[src/rtl/song_recorder_pkg.sv]
// Shared definitions for the song recorder and the playback path:
// note encoding, entry field layout and the recorder FSM states.
package song_recorder_pkg;

  localparam int NOTE_W  = 4;
  localparam int OCT_W   = 2;
  localparam int DUR_W   = 4;
  localparam int ENTRY_W = NOTE_W + OCT_W + DUR_W;

  localparam logic [NOTE_W-1:0] NOTE_REST = 4'd0;
  localparam logic [NOTE_W-1:0] NOTE_DO   = 4'd1;
  localparam logic [NOTE_W-1:0] NOTE_RE   = 4'd2;
  localparam logic [NOTE_W-1:0] NOTE_MI   = 4'd3;
  localparam logic [NOTE_W-1:0] NOTE_FA   = 4'd4;
  localparam logic [NOTE_W-1:0] NOTE_SO   = 4'd5;
  localparam logic [NOTE_W-1:0] NOTE_LA   = 4'd6;
  localparam logic [NOTE_W-1:0] NOTE_TI   = 4'd7;

  localparam logic [DUR_W-1:0] DUR_MAX = 4'd15;

  // Entry packing, MSB first: {note, octave, dur}
  typedef struct packed {
    logic [NOTE_W-1:0] note;
    logic [OCT_W-1:0]  octave;
    logic [DUR_W-1:0]  dur;
  } entry_t;

  typedef enum logic [1:0] {
    ST_IDLE,
    ST_REC,
    ST_DONE
  } rec_state_e;

  // Lowest set key wins; no key pressed is a rest.
  function automatic logic [NOTE_W-1:0] key_to_note(input logic [6:0] key_vec);
    logic [NOTE_W-1:0] n;
    n = NOTE_REST;
    for (int i = 6; i >= 0; i--) begin
      if (key_vec[i]) n = NOTE_W'(i + 1);
    end
    return n;
  endfunction

endpackage

[src/rtl/song_recorder_if.sv]
// Playback-facing port of the song recorder: read address in,
// registered entry data and take status out.
interface song_recorder_if #(
  parameter int ADDR_W = 6
);
  import song_recorder_pkg::*;

  logic [ADDR_W-1:0]  rd_addr;
  logic [ENTRY_W-1:0] rd_data;
  logic [ADDR_W:0]    length;
  logic               recording;
  logic               full;

  // Playback side drives the address and consumes the rest
  modport master (
    output rd_addr,
    input  rd_data, length, recording, full
  );

  // Recorder side
  modport slave (
    input  rd_addr,
    output rd_data, length, recording, full
  );

endinterface

[src/rtl/song_ram.sv]
// Song memory: one write port, one registered read-first read port.
// The array itself is never reset so a take survives a reset.
module song_ram #(
  parameter int DEPTH  = 64,
  parameter int ADDR_W = 6,
  parameter int DATA_W = 10
) (
  input  logic              clk,
  input  logic              reset,
  input  logic              wr_en,
  input  logic [ADDR_W-1:0] wr_addr,
  input  logic [DATA_W-1:0] wr_data,
  input  logic [ADDR_W-1:0] rd_addr,
  output logic [DATA_W-1:0] rd_data
);

  logic [DATA_W-1:0] mem [DEPTH];

  // Write port; contents persist across reset
  always_ff @(posedge clk) begin
    if (wr_en) mem[wr_addr] <= wr_data;
  end

  // Registered read; a same-address write in this cycle is not visible yet
  always_ff @(posedge clk) begin
    if (reset) rd_data <= '0;
    else       rd_data <= mem[rd_addr];
  end

endmodule

[src/rtl/song_recorder.sv]
// Records live key presses into song memory as {note, octave, dur}
// entries while write_on is armed. Durations are counted in ticks of
// TICK_CYCLES clocks; a note longer than 15 ticks is split into entries.
module song_recorder
  import song_recorder_pkg::*;
#(
  parameter int TICK_CYCLES = 12_500_000,
  parameter int DEPTH       = 64,
  parameter int ADDR_W      = 6
) (
  input  logic       clk,
  input  logic       reset,
  input  logic       write_on,
  input  logic [6:0] keys,
  input  logic [1:0] octave,
  song_recorder_if.slave bus
);

  localparam int PRESC_W = (TICK_CYCLES > 1) ? $clog2(TICK_CYCLES) : 1;
  localparam logic [PRESC_W-1:0] PRESC_LAST = PRESC_W'(TICK_CYCLES - 1);
  localparam logic [ADDR_W:0]    LEN_LAST   = (ADDR_W + 1)'(DEPTH - 1);
  localparam int SYNC_W = 10;

  // Synchronizer chains for {write_on, octave, keys}
  logic [SYNC_W-1:0] sync_s1_reg;
  logic [SYNC_W-1:0] sync_s2_reg;

  // write_on edge detection; held until the synchronizer refills after reset
  logic [1:0] settle_reg;
  logic       wo_prev_reg;

  rec_state_e        state_reg, state_next;
  logic [NOTE_W-1:0] ev_note_reg, ev_note_next;
  logic [OCT_W-1:0]  ev_oct_reg, ev_oct_next;
  logic [DUR_W-1:0]  dur_reg, dur_next;
  logic [PRESC_W-1:0] presc_reg, presc_next;
  logic [ADDR_W:0]   length_reg, length_next;
  logic              full_reg, full_next;

  logic [6:0]        keys_s;
  logic [OCT_W-1:0]  oct_s;
  logic              wo_s;
  logic              wo_rise;
  logic [NOTE_W-1:0] note_s;
  logic              changed;
  logic              tick;
  logic              flush;
  logic [DUR_W-1:0]  flush_dur;
  logic              wr_en;
  entry_t            wr_entry;

  // Two-flop synchronizers, all inputs share the same latency
  always_ff @(posedge clk) begin
    if (reset) begin
      sync_s1_reg <= '0;
      sync_s2_reg <= '0;
    end else begin
      sync_s1_reg <= {write_on, octave, keys};
      sync_s2_reg <= sync_s1_reg;
    end
  end

  assign keys_s = sync_s2_reg[6:0];
  assign oct_s  = sync_s2_reg[8:7];
  assign wo_s   = sync_s2_reg[9];
  assign note_s = key_to_note(keys_s);

  // Previous write_on; treated as high after reset so a switch left on
  // must be toggled off and on again before a new take starts
  always_ff @(posedge clk) begin
    if (reset) begin
      settle_reg  <= 2'b00;
      wo_prev_reg <= 1'b1;
    end else begin
      settle_reg <= {settle_reg[0], 1'b1};
      if (settle_reg[1]) wo_prev_reg <= wo_s;
    end
  end

  assign wo_rise = wo_s & ~wo_prev_reg;
  assign changed = (note_s != ev_note_reg) || (oct_s != ev_oct_reg);
  assign tick    = (presc_reg == PRESC_LAST);

  // FSM and event state registers
  always_ff @(posedge clk) begin
    if (reset) begin
      state_reg   <= ST_IDLE;
      ev_note_reg <= NOTE_REST;
      ev_oct_reg  <= '0;
      dur_reg     <= '0;
      presc_reg   <= '0;
      length_reg  <= '0;
      full_reg    <= 1'b0;
    end else begin
      state_reg   <= state_next;
      ev_note_reg <= ev_note_next;
      ev_oct_reg  <= ev_oct_next;
      dur_reg     <= dur_next;
      presc_reg   <= presc_next;
      length_reg  <= length_next;
      full_reg    <= full_next;
    end
  end

  // Next-state logic: event timing, flush decisions, memory fill
  always_comb begin
    state_next   = state_reg;
    ev_note_next = ev_note_reg;
    ev_oct_next  = ev_oct_reg;
    dur_next     = dur_reg;
    presc_next   = presc_reg;
    length_next  = length_reg;
    full_next    = full_reg;
    flush        = 1'b0;
    flush_dur    = dur_reg;

    case (state_reg)
      ST_IDLE: begin
        if (wo_rise) begin
          length_next  = '0;
          full_next    = 1'b0;
          ev_note_next = note_s;
          ev_oct_next  = oct_s;
          dur_next     = '0;
          presc_next   = '0;
          state_next   = ST_REC;
        end
      end
      ST_REC: begin
        // A tick landing in this cycle counts toward the event being flushed
        flush_dur  = (tick && dur_reg != DUR_MAX) ? dur_reg + 1'b1 : dur_reg;
        presc_next = tick ? '0 : presc_reg + 1'b1;
        dur_next   = flush_dur;
        if (!wo_s) begin
          flush      = 1'b1;
          state_next = ST_IDLE;
        end else if (changed) begin
          flush        = 1'b1;
          ev_note_next = note_s;
          ev_oct_next  = oct_s;
          dur_next     = '0;
          presc_next   = '0;
        end else if (flush_dur == DUR_MAX) begin
          flush    = 1'b1;
          dur_next = '0;
        end
      end
      ST_DONE: begin
        if (!wo_s) state_next = ST_IDLE;
      end
      default: state_next = ST_IDLE;
    endcase

    // Zero-length events are glitches and never reach memory
    wr_en = flush && (flush_dur != '0);
    if (wr_en) begin
      length_next = length_reg + 1'b1;
      if (length_reg == LEN_LAST) begin
        state_next = ST_DONE;
        full_next  = 1'b1;
      end
    end
  end

  assign wr_entry = '{note: ev_note_reg, octave: ev_oct_reg, dur: flush_dur};

  song_ram #(
    .DEPTH  (DEPTH),
    .ADDR_W (ADDR_W),
    .DATA_W (ENTRY_W)
  ) u_ram (
    .clk     (clk),
    .reset   (reset),
    .wr_en   (wr_en),
    .wr_addr (length_reg[ADDR_W-1:0]),
    .wr_data (wr_entry),
    .rd_addr (bus.rd_addr),
    .rd_data (bus.rd_data)
  );

  assign bus.length    = length_reg;
  assign bus.recording = (state_reg == ST_REC);
  assign bus.full      = full_reg;

endmodule

[src/flat_wrapper.sv]
// flat-port wrapper written by rule: the top's interface ports become plain ports
module song_recorder_flat import song_recorder_pkg::*;
#(
  parameter int TICK_CYCLES = 12_500_000,
  parameter int DEPTH       = 64,
  parameter int ADDR_W      = 6
)
  (clk, reset, write_on, keys, octave, bus_rd_addr, bus_rd_data, bus_length, bus_recording, bus_full);
  song_recorder_if #(.ADDR_W(ADDR_W)) bus_i ();
  input  logic clk;
  input  logic reset;
  input  logic write_on;
  input  logic [6:0] keys;
  input  logic [1:0] octave;
  input wire logic [$bits(bus_i.rd_addr)-1:0] bus_rd_addr;
  output wire logic [$bits(bus_i.rd_data)-1:0] bus_rd_data;
  output wire logic [$bits(bus_i.length)-1:0] bus_length;
  output wire logic [$bits(bus_i.recording)-1:0] bus_recording;
  output wire logic [$bits(bus_i.full)-1:0] bus_full;
  assign bus_i.rd_addr = bus_rd_addr;
  assign bus_rd_data = bus_i.rd_data;
  assign bus_length = bus_i.length;
  assign bus_recording = bus_i.recording;
  assign bus_full = bus_i.full;
  song_recorder #(.TICK_CYCLES(TICK_CYCLES), .DEPTH(DEPTH), .ADDR_W(ADDR_W)) u_core (.clk(clk), .reset(reset), .write_on(write_on), .keys(keys), .octave(octave), .bus(bus_i));
endmodule
[config.mk]
export PLATFORM = sky130hd
export DESIGN_NAME = song_recorder_flat
export DESIGN_NICKNAME = d
export VERILOG_FILES = /design/src/rtl/song_recorder_pkg.sv /design/src/rtl/song_recorder_if.sv /design/src/rtl/song_ram.sv /design/src/rtl/song_recorder.sv /design/src/flat_wrapper.sv
export SDC_FILE = /design/constraint.sdc
export NUM_CORES = 1
export LEC_CHECK = 0
export BUFFER_PORTS_ARGS = -buffer_cell sky130_fd_sc_hd__buf_2
export CAP_MARGIN = 20
export CORE_ASPECT_RATIO = 1.4
export CORE_MARGIN = 2
export CORE_UTILIZATION = 67
export DETAILED_ROUTE_END_ITERATION = 6
export GPL_TIMING_DRIVEN = 0
export PLACE_DENSITY = 0.82
export SLEW_MARGIN = 20
export SYNTH_ARGS = -nofsm -noshare
export SYNTH_HDL_FRONTEND = slang
export SYNTH_SLANG_ARGS = --single-unit
[constraint.sdc]
create_clock -name clk -period 12.4 [get_ports clk]
set_clock_uncertainty 0.15 [all_clocks]
set_input_delay 1.24 -clock clk [delete_from_list [all_inputs] [get_ports clk]]
set_output_delay 1.24 -clock clk [all_outputs]
set_load 0.01 [all_outputs]
==> reports/metrics.yaml <==
clock_network:
  root_buffer: "clkbuf_16"
  clock_sink_count: 651
  postCtsHoldBufs: 0
  clk_pin_slew_worst_paths_ns: 0.06
  cts_setup_buffers: 0
  cts_tree: "built"
  cts_resized: 0
  numCtsBuffers: 57
  clk-insertion-delay-late_ns: 0.60
  htreeDepth: 2
  cts_buffer_depth: 3
status:
  outcome: "complete, no violations"
routing:
  dr_wl_met2_microns: 31360
  top_layer_used: "met5"
  final_antenna_net_count: 0
  vias_per_cell: 7.048
  firstDrtPassIters: 5
  dr_wl_met3_microns: 5695
  num_vias: 13581
  met1_length_microns: 21050
  post-route-drc-count: 0
  drt_iter0_markers: 1660
  wirelength_microns: 60760
  post_drt_wl_per_cell_microns: 31.53
floorplanning:
  die_area_sq_um: 40220
  initial_utilization: 0.6756
  die_x_microns: 170.1
  rows: 85
  io_pins: 37
  core_sq_um: 38290
  fp.dieH_microns: 236.5
layout:
  fin_area_sq_um: 28640
  final_common_cell: "edfxtp_1"
  final_cell_mix: "edfxtp_1, mux4_2, nor2_1, dfxtp_1, clkbuf_16"
  nets: 1428
  nFillCells: 2035
  seqCellArea_sq_um: 18810
  multiInputGateArea_sq_um: 6646
  antenna_cells: 0
  largest_reg_flops: 576
  drive_gt1_frac: 0.2540
  synthToLayoutAreaGrowth_pct: 10.71
yosys:
  async_flop_share: 0
  synthCells: 1309
  yosys_warnings: 0
  synth_edf_count: 576
  synthTopCellsByArea: "edfxtp_1, mux4_2, dfxtp_1"
  synth.top_cell.area_share: 0.6687
  synth_ff_type: "edfxtp_1"
  synth.distinct_cells: 78
  ys_seq_area_frac: 0.7267
  synth_area_per_cell_sq_um: 19.76
  ys_ff_latch: 651
  synth_fp_nets: 1333
  syn_area_sq_um: 25870
  yosysTopAreaCell: "edfxtp_1"
global_routing:
  grt_max_degree: 69
  antenna_found_initial: 3
  grt_pass1_wl_microns: 90390
  gr-total-overflow: 0
  grt_pass1_vias: 13708
  grt_usage: 0.3151
timing:
  tightest_slew_ns: 1.062
  setup_viol: 0
  rsz0062_at_grt: "no"
  period_share: 0.3965
  setup_tns_ns: 0
  fmax_mhz: 203.4
  period_needed_ns: 4.917
  relSlewSlack: 0.2896
  slew_violations: 0
  finalHoldViolCount: 0
place:
  place_area_sq_um: 26760
  place_hpwl_microns: 37830
  gp_congestion: 0.9048
  port_buffers: 28
setup_path:
  critPathLaunchType: "register"
  cp-end-kind: "register"
  required_ns: 12.47
  cp_max_fo: 10
  cp_data_arrival_time_ns: 4.98
  critical_path_class: "register to register"
  cpPeakStageDelay_ns: 1.11
  cp_slowest_cell: "nor2_1"
  path_cells: "ha_1 -> nand3_1 -> or3_1 -> nor2_2 -> a211oi_1 -> a221oi_4 -> nand4_1 -> nor2_1"
power:
  peakVddDrop_uv: 120.0
  cellLeakagePower_nw: 9.351
  powerDensity_nw_per_um2: 150.3
min_path:
  hp-class: "register to register"
flow_run:
  cap_violations: 0
==> final timing paths <==
path,start,to,slack [ns],depth (start not counted)
max,u_core.presc_reg[0],u_core.u_ram.mem[7][2],7.48,8
min,u_core.sync_s1_reg[3],u_core.sync_s2_reg[3],0.29,1
max reg2reg,u_core.presc_reg[0],u_core.u_ram.mem[7][2],7.48,8
min reg2reg,u_core.sync_s1_reg[3],u_core.sync_s2_reg[3],0.29,1
==> cells by family after synthesis <==
kind of cell / synth area share
other: 0.0001450
AO/OA/AOI/OAI: 0.02259
AND/OR/NAND/NOR: 0.05606
flip-flops: 0.7267
multiplexers: 0.1705
buffers and inverters: 0.01737
XOR/XNOR: 0.003724
adder cells (fa/ha/maj): 0.002902
==> per-layer routing <==
| metal | vias up | track usage |
|---|---|---|
| met4 | 4 | 0.1163 |
| met2 | 906 | 0.5354 |
| met1 | 6965 | 0.4074 |
| li1 | 5530 | - |
| met5 | - | 0 |
| met3 | 176 | 0.06552 |
==> layout make-up <==
cell class,instances,share of cell area
plain buffers,68,0.01302
clock buffers,78,0.05579
clock inverters,26,0.009088
inverters,21,0.002753
multi-input cells,569,0.2321
flip-flops and latches,651,0.6569
well taps,478,0.02088
repair buffers,36,0.009481
==> power by group <==
| group | internal (mW) | leakage [nW] | total, mW | switching [mW] |
|---|---|---|---|---|
| combinational | 0.0806 | 2.50 | 0.171 | 0.0909 |
| sequential | 2.36 | 5.94 | 2.36 | 0.00476 |
| clock | 1.00 | 0.912 | 1.77 | 0.766 |
| total | 3.44 | 9.35 | 4.30 | 0.862 |
==> cells in the mapped netlist (all sizes together), types with 4 or more instances <==
cell type and n:
xor2 10, edfxtp 576, ha 6, buf 23, or3 4, nor3 11, and2 16, clkbuf 43
mux2i 12, nor2 88, or2 4, a22o 4, nand2 43, nand4b 5, nand3 22, a21oi 18
a2bb2oi 4, nor2b 28, inv 21, o21ai 16, a31oi 5, mux4 189, nor4 7, nand3b 5
a21o 6, and3 12, dfxtp 75, nand4 8
==> metrics by stage <==
stage | instances | utilization | power (mW) | hold slack [ns] | worst slack, ns
after floorplan | 1309 | - | 2.523 | 0.2638 | 7.848
after global placement | 1815 | 0.6949 | 2.576 | 0.2688 | 4.937
after detailed placement | 1822 | 0.6989 | 2.580 | 0.2751 | 7.368
after CTS | 1926 | 0.7474 | 4.307 | 0.2905 | 7.595
after global routing | 1927 | 0.7480 | 4.386 | 0.3110 | 7.280
final | 1927 | 0.7480 | 4.305 | 0.2878 | 7.483
==> critical path: cells and delay by family, from the launching register on <==
family,cells,cell delay [ns]
and+or+nand+nor,5,3.06
AOI/OAI and AO/OA,2,0.75
DFF,1,0.37
adders and majority gates,1,0.20
Note: power is estimated with default switching activity, not from simulation.
